**src/rtl/pipelined_ripple_adder.sv**
```systemverilog
//------------------------------------------------------------------------------
// Module      : pipelined_ripple_adder
// Description : WIDTH-bit add/subtract unit built from SEG-bit ripple segments
//               with registered inter-segment carries, operand skew, result
//               deskew, valid pipeline, global stall and signed-overflow flag.
// Revision    : 1.0 - initial release
//------------------------------------------------------------------------------
`default_nettype none

module pipelined_ripple_adder #(
  parameter int WIDTH = 16,
  parameter int SEG   = 4
) (
  input  logic             clk,
  input  logic             rst,
  input  logic             en,
  input  logic             in_valid,
  input  logic             sub,
  input  logic [WIDTH-1:0] a,
  input  logic [WIDTH-1:0] b,
  input  logic             cin,
  output logic [WIDTH-1:0] sum,
  output logic             cout,
  output logic             ovf,
  output logic             out_valid
);

  localparam int NSTAGES = WIDTH / SEG;

  if (WIDTH % SEG != 0) begin : g_param_check
    $error("pipelined_ripple_adder: WIDTH must be a multiple of SEG");
  end

  // Subtraction is a + ~b + 1, so the segments only ever add.
  logic [WIDTH-1:0] w_b_eff;
  logic             w_c0;

  assign w_b_eff = sub ? ~b : b;
  assign w_c0    = sub | cin;

  wire  [SEG-1:0]     w_seg_out [NSTAGES];
  wire  [NSTAGES-1:0] w_cy;
  wire                w_ovf;
  logic [NSTAGES-1:0] r_valid;

  always_ff @(posedge clk or negedge rst) begin
    if (!rst) begin
      r_valid <= '0;
    end else if (en) begin
      r_valid[0] <= in_valid;
      for (int s = 1; s < NSTAGES; s++) begin
        r_valid[s] <= r_valid[s-1];
      end
    end
  end

  for (genvar k = 0; k < NSTAGES; k++) begin : g_seg
    logic [SEG-1:0] w_op_a;
    logic [SEG-1:0] w_op_b;
    logic           w_cin;
    logic [SEG-1:0] w_sum;
    logic [SEG:0]   w_c;
    logic           r_cy;
    logic [SEG-1:0] r_dsk [NSTAGES-k];

    if (k == 0) begin : g_in
      assign w_op_a = a[SEG-1:0];
      assign w_op_b = w_b_eff[SEG-1:0];
      assign w_cin  = w_c0;
    end else begin : g_skew
      // k-deep operand delay so this slice meets the carry from segment k-1
      logic [SEG-1:0] r_a [k];
      logic [SEG-1:0] r_b [k];

      always_ff @(posedge clk or negedge rst) begin
        if (!rst) begin
          for (int j = 0; j < k; j++) begin
            r_a[j] <= '0;
            r_b[j] <= '0;
          end
        end else if (en) begin
          r_a[0] <= a[k*SEG +: SEG];
          r_b[0] <= w_b_eff[k*SEG +: SEG];
          for (int j = 1; j < k; j++) begin
            r_a[j] <= r_a[j-1];
            r_b[j] <= r_b[j-1];
          end
        end
      end

      assign w_op_a = r_a[k-1];
      assign w_op_b = r_b[k-1];
      assign w_cin  = w_cy[k-1];
    end

    always_comb begin
      w_c    = '0;
      w_sum  = '0;
      w_c[0] = w_cin;
      for (int i = 0; i < SEG; i++) begin
        w_sum[i]   = w_op_a[i] ^ w_op_b[i] ^ w_c[i];
        w_c[i+1]   = (w_op_a[i] & w_op_b[i]) | (w_c[i] & (w_op_a[i] ^ w_op_b[i]));
      end
    end

    // r_dsk[0] is the segment's own stage register; the rest is deskew.
    always_ff @(posedge clk or negedge rst) begin
      if (!rst) begin
        r_cy <= 1'b0;
        for (int j = 0; j < NSTAGES - k; j++) begin
          r_dsk[j] <= '0;
        end
      end else if (en) begin
        r_cy     <= w_c[SEG];
        r_dsk[0] <= w_sum;
        for (int j = 1; j < NSTAGES - k; j++) begin
          r_dsk[j] <= r_dsk[j-1];
        end
      end
    end

    assign w_seg_out[k] = r_dsk[NSTAGES-1-k];
    assign w_cy[k]      = r_cy;

    if (k == NSTAGES - 1) begin : g_flags
      // b is already inverted in subtract mode, so this holds for both modes.
      logic r_ovf;

      always_ff @(posedge clk or negedge rst) begin
        if (!rst) begin
          r_ovf <= 1'b0;
        end else if (en) begin
          r_ovf <= w_c[SEG] ^ w_c[SEG-1];
        end
      end

      assign w_ovf = r_ovf;
    end
  end

  always_comb begin
    sum = '0;
    for (int k = 0; k < NSTAGES; k++) begin
      sum[k*SEG +: SEG] = w_seg_out[k];
    end
  end

  assign cout      = w_cy[NSTAGES-1];
  assign ovf       = w_ovf;
  assign out_valid = r_valid[NSTAGES-1];

endmodule

`default_nettype wire

```
**config.mk**
```make
export PLATFORM = sky130hd
export DESIGN_NAME = pipelined_ripple_adder
export DESIGN_NICKNAME = d
export VERILOG_FILES = /design/src/rtl/pipelined_ripple_adder.sv
export SDC_FILE = /design/constraint.sdc
export NUM_CORES = 1
export LEC_CHECK = 0
export CORE_MARGIN = 2
export CORE_UTILIZATION = 40
export CTS_CLUSTER_DIAMETER = 30
export DETAILED_ROUTE_END_ITERATION = 12
export SETUP_SLACK_MARGIN = 0.05
export SLEW_MARGIN = 25
export SYNTH_ARGS = -nofsm -noshare
export SYNTH_HDL_FRONTEND = slang
export SYNTH_SLANG_ARGS = --single-unit
```
**constraint.sdc**
```tcl
create_clock -name clk -period 2.5 [get_ports clk]
set_input_delay 0.5 -clock clk [delete_from_list [all_inputs] [get_ports clk]]
set_output_delay 0.5 -clock clk [all_outputs]
set_load 0.02 [all_outputs]
```
* Word-level counts from Yosys, hierarchy flattened
Cells that the tools add are included.
** Storage, ports and cells
- Register bits after elaboration :: 97
- Output and inout port bits :: 19
- Word-level logic and storage cells :: 112
** Operators by class
- Muxes and demuxes :: 1
- Bitwise logic cells :: 83
** Operators by type and width (number)
- $xor 1x1->1 :: 33
- $and 1x1->1 :: 32
- $or 1x1->1 :: 17
- $mux 16 :: 1
- $not 16->16 :: 1

* Depth between registers and ports, before layout
Gate-level depths: netlist of run 1.
- Depth after elaboration :: 11
- Depth in mapped cells :: 11
- Mapped depth without buffers :: 9

* Worst setup path after synthesis of run 1
Ideal clock, no wire load.
- Kind :: input to register
- Start point :: input port sub
- End point :: register g_seg[0].r_dsk[15] in the netlist's numbering
- Setup time :: 0.125 ns
- Arrival time :: 2.663 ns
- Setup slack :: -0.287 ns
- Stages :: 10
- Cell sequence :: buf_4 -> buf_6 -> xor2_1 -> fa_1 -> inv_1 -> fa_1 -> fa_1 -> inv_1 -> fa_1 -> mux2_2
** Between the ends
- Cells in the longest elaborated chain, start to end :: 9
** Ends and longest elaborated chain
- from (decl) :: RTL line 18 : input logic sub,
- $mux 16 :: RTL line 38 : assign w_b_eff = sub ? ~b : b;
- $xor 1x1->1 :: RTL line 102 : w_c[i+1] = (w_op_a[i] & w_op_b[i]) | (w_c[i] & (w_op_a[i] ^ w_op_b[i]));
- $and 1x1->1 :: RTL line 102
- $or 1x1->1 :: RTL line 102
- $and 1x1->1 :: RTL line 102
- $or 1x1->1 :: RTL line 102
- $and 1x1->1 :: RTL line 102
- $or 1x1->1 :: RTL line 102
- $xor 1x1->1 * :: RTL line 101 : w_sum[i] = w_op_a[i] ^ w_op_b[i] ^ w_c[i];
- via g_seg[0].w_sum[3] :: RTL line 61 : logic [SEG-1:0] w_sum;
- to (signal, indexed assignment) :: RTL line 117 : r_dsk[j] <= r_dsk[j-1];
- to (decl) :: RTL line 64 : logic [SEG-1:0] r_dsk [NSTAGES-k];
Mark *: on every way through the listed nets, which the timed path passes. The rest lies on a longest branch.
A chain may end at the register's enable or synchronous reset.

* Final worst setup path of run 1
Ends and elaborated chain as after synthesis.

==> metrics.md, run 1 <==
| Metric | Value |
|---|---|
| Number of vias per cell | `around 4.5` |
| Clk_skew | `roughly 0.0069 ns` |
| Maximum net fanout on the critical path | `4` |
| Mean instance size in the synthesized netlist | `around 14 um^2` |
| Minimum period implied by the final worst setup slack | `roughly 2.4 ns` |
| Clock latency at the later pin of the worst-skew pair | `about 0.36 ns` |
| Critical path data required time | `2.75 ns` |
| Chip width | `roughly 110 um` |
| HPWL Detailed | `~4.4 mm` |
| Slew Limit Fails | `0` |
| Gr ovfl total | `0` |
| Worst hold slack after final layout | `~0.08 ns` |
| Total core area | `10,320 um^2` |
| Number of nets in the synthesized netlist | `about 370` |
| Number of placement rows | `37` |
| Fin crit share | `0.9604` |
| Warning count from the yosys run | `0` |
| Share of the yosys chip area belonging to registers | `0.5698` |
| Share of post-route cells with drive strength above 1 | `0.2582` |
| Most frequent cells in the layout | `97 x sky130_fd_sc_hd__dfrtp_1, 61 x sky130_fd_sc_hd__mux2_2, 50 x sky130_fd_sc_hd__clkdlybuf4s50_1, 33 x sky130_fd_sc_hd__inv_1, 15 x sky130_fd_sc_hd__xnor2_1` |
| RSZ-0062 raised after global routing | `false` |
| Hold WC Path Type | `in -> async` |
| Maxcap violations | `0` |
| Final core utilization | `0.4935` |
| Category of the critical setup timing path | `in -> reg` |
| Antenna violations before repair | `0` |
| Top-Level Pins | `57` |
| Ratio of total power to cell area | `905.1 nW/um^2` |
| Total track usage | `0.1311` |
| Number of inserted filler cells in the final layout | `934` |
| Count of input and output buffers | `56` |
| Antenna Cells | `0` |
| Arrival time worst endpoint | `between 2 and 3 ns` |
| Layout Cells excl Fill | `500` |
| Number of flip-flops and latches in the synthesized netlist | `between 90 and 100` |
| Maximum frequency from static timing analysis | `0.4165 GHz` |
| Clock net sink count | `97` |
| Die footprint | `11,490 um^2` |
| Worst-margin pin slew | `~0.58 ns` |
| Gate count after technology mapping | `314` |
| Via count of the first global-routing pass | `2,393` |
| Max rail drop VDD | `0.3697 mV` |
| Starting Density | `0.4127` |
| Clock buffer depth | `2` |
| Critical path launch point type | `input port` |
| Length of the first detailed-routing pass in iterations | `4` |
| Cell count after placement | `between 400 and 500` |
| Area delta synth->final | `19.59%` |
| Number of vias after detailed routing | `2,248` |
| Average wire per standard cell | `13.30 um` |
| Quantity of hold-fixing buffers added after cts | `0` |
| Worst-case headroom to the max-slew limit | `0.6133` |
| Largest net degree at the start of global routing | `between 100 and 150` |
| Global-route wire length before repair | `roughly 12 mm` |
| Number of failing hold endpoints at the final stage | `0` |
| Type of destination of the critical path | `flip-flop` |
| Setup TNS | `0 ns` |
| Leakage dissipation | `around 2.2 nW` |
| Status | `complete, no violations` |
| Most common cell after layout, fill and taps aside | `sky130_fd_sc_hd__dfrtp_1` |
| Routed wire length | `about 6.6 mm` |
| Final #Nets | `around 410` |
| Number of clock buffers inserted by TritonCTS | `9` |
| DIE HEIGHT | `between 100 and 150 um` |
| CTS clock-pin slew for the worst setup and hold paths | `roughly 0.09 ns` |
| Htree depth | `3` |
| Tot Pwr | `4.611 mW` |
| Combined area of the multi-input logic cells | `around 1500 um^2` |
| Number of violations reported at the end of detailed-routing iteration 0 | `77` |
| Post-Syn Area | `4260 um^2` |
| Final setup viols | `0` |
| Antenna Violating Nets Remaining | `0` |
| Number of DRC violations after detailed routing | `0` |
| Register area | `between 2000 and 2500 um^2` |
| Distinct cell type count after synthesis | `16` |
| Clock tree root buffer cell | `sky130_fd_sc_hd__clkbuf_8` |
| Final weighted congestion of routability-driven global placement | `between 0.7 and 0.8` |
| TritonCTS clock tree | `done` |
-- area by class of cell --
cell class | count | share of cell area
Clock buffer | 11 | 0.02972
Multi-Input combinational cell | 155 | 0.2999
Timing Repair Buffer | 61 | 0.1196
Inverter | 35 | 0.02579
Tap cell | 136 | 0.03340
Sequential cell | 97 | 0.4764
Clock inverter | 5 | 0.01523
-- cell families after synthesis --
family	synth area share
AO/OA/AOI/OAI	0.02819
XOR/XNOR	0.03495
adder cells (fa/ha/maj)	0.07518
buffers and inverters	0.07930
flip-flops	0.5698
multiplexers	0.1900
AND/OR/NAND/NOR	0.02262
-- state kept, by name, summed over array words and instances, names as in the netlist, 3 cells and up --
signal            count
sum                  12
g_seg.r_dsk          28
g_seg.w_op_b          8
g_seg.w_op_a          8
g_seg.r_cy            3
g_seg.g_skew.r_a     16
r_valid               4
g_seg.g_skew.r_b     16
-- routing by layer --
metal	vias to the layer above	share of wire	GRT usage
met5	-	0	0
met3	11	0.032	0.02675
li1	1084	-	-
met2	37	0.46	0.1944
met1	1116	0.49	0.1801
met4	0	0.023	0.07236
-- worst max-delay path: stages --
cell and delay [ns]:
sky130_fd_sc_hd__buf_2 0.10, sky130_fd_sc_hd__buf_6 0.13, sky130_fd_sc_hd__xor2_4 0.16, sky130_fd_sc_hd__fa_2 0.22, sky130_fd_sc_hd__inv_2 0.04, sky130_fd_sc_hd__fa_2 0.39, sky130_fd_sc_hd__fa_2 0.39, sky130_fd_sc_hd__inv_2 0.06
sky130_fd_sc_hd__fa_1 0.39, sky130_fd_sc_hd__mux2_4 0.27
-- through the flow --
stage	setup WS, ns	area, um^2
after global routing	0.06056	5095
final	0.09891	5095
after CTS	0.06801	5099
after global placement	-0.5554	4857
after floorplan	-0.1388	4292
after detailed placement	-0.5978	4857
-- repair_timing --
action                     4_1_cts  5_1_grt
pin swaps                        6        0
buffers inserted                 0        0
resized for setup               11        2
setup endpoints to repair        1        1
hold endpoints to repair         0        0
-- synthesized netlist by cell type --
cell type	n	area (um^2)
sky130_fd_sc_hd__nand2_1	11	41.29
sky130_fd_sc_hd__nor2_1	13	48.80
sky130_fd_sc_hd__or2_2	1	6.260
sky130_fd_sc_hd__fa_1	16	320.3
sky130_fd_sc_hd__mux2_2	62	698.2
sky130_fd_sc_hd__mux2i_1	10	100.1
sky130_fd_sc_hd__buf_2	6	30.03
sky130_fd_sc_hd__inv_1	35	131.4
sky130_fd_sc_hd__buf_6	5	56.30
sky130_fd_sc_hd__mux2_1	1	11.26
sky130_fd_sc_hd__xor2_1	2	17.52
sky130_fd_sc_hd__o21ai_0	11	55.05
sky130_fd_sc_hd__a21oi_1	13	65.06
sky130_fd_sc_hd__buf_4	16	120.1
sky130_fd_sc_hd__xnor2_1	15	131.4
sky130_fd_sc_hd__dfrtp_1	97	2427
-- report_power, final --
part	leakage (nW)	switching (mW)	total [mW]	internal, mW
Combinational	0.989	0.557	1.26	0.703
Clock	0.115	0.524	1.14	0.615
Sequential	1.13	0.215	2.21	2.00
-- final timing paths --
kind                                                     from  cells after the start                            endpoint  slack [ns]
max reg2reg                         g_seg[2].r_cy$_DFFE_PN0P_                      9                     ovf$_DFFE_PN0P_        0.20
min reg2reg                g_seg[3].g_skew.r_b[4]$_DFFE_PN0P_                      2      g_seg[3].w_op_b[0]$_DFFE_PN0P_        0.49
min in group clk           g_seg[3].g_skew.r_b[4]$_DFFE_PN0P_                      2      g_seg[3].w_op_b[0]$_DFFE_PN0P_        0.49
min                                                       rst                      1  g_seg[2].g_skew.r_a[5]$_DFFE_PN0P_        0.08
max                                                       sub                     10      g_seg[0].r_dsk[15]$_DFFE_PN0P_         0.1
max in group asynchronous                                 rst                      2       g_seg[2].r_dsk[7]$_DFFE_PN0P_        1.73
Power figures use the tool's default switching activity.
==> run 2, diff against run 1 <==
--- a/config.mk
+++ b/config.mk
@@ -9,6 +9,7 @@
 export CORE_UTILIZATION = 40
 export CTS_CLUSTER_DIAMETER = 30
 export DETAILED_ROUTE_END_ITERATION = 12
+export GPL_ROUTABILITY_DRIVEN = 0
 export SETUP_SLACK_MARGIN = 0.05
 export SLEW_MARGIN = 25
 export SYNTH_ARGS = -nofsm -noshare
==> results of run 2 <==
The final DEF is identical to that of run 1; final timing and power are the same.
==> run 3, diff against run 2 <==
--- a/config.mk
+++ b/config.mk
@@ -7,6 +7,7 @@
 export LEC_CHECK = 0
 export CORE_MARGIN = 2
 export CORE_UTILIZATION = 40
+export CTS_BUF_LIST = sky130_fd_sc_hd__clkbuf_4 sky130_fd_sc_hd__clkbuf_8
 export CTS_CLUSTER_DIAMETER = 30
 export DETAILED_ROUTE_END_ITERATION = 12
 export GPL_ROUTABILITY_DRIVEN = 0
==> results of run 3 <==
The final DEF is identical to that of run 1; final timing and power are the same.
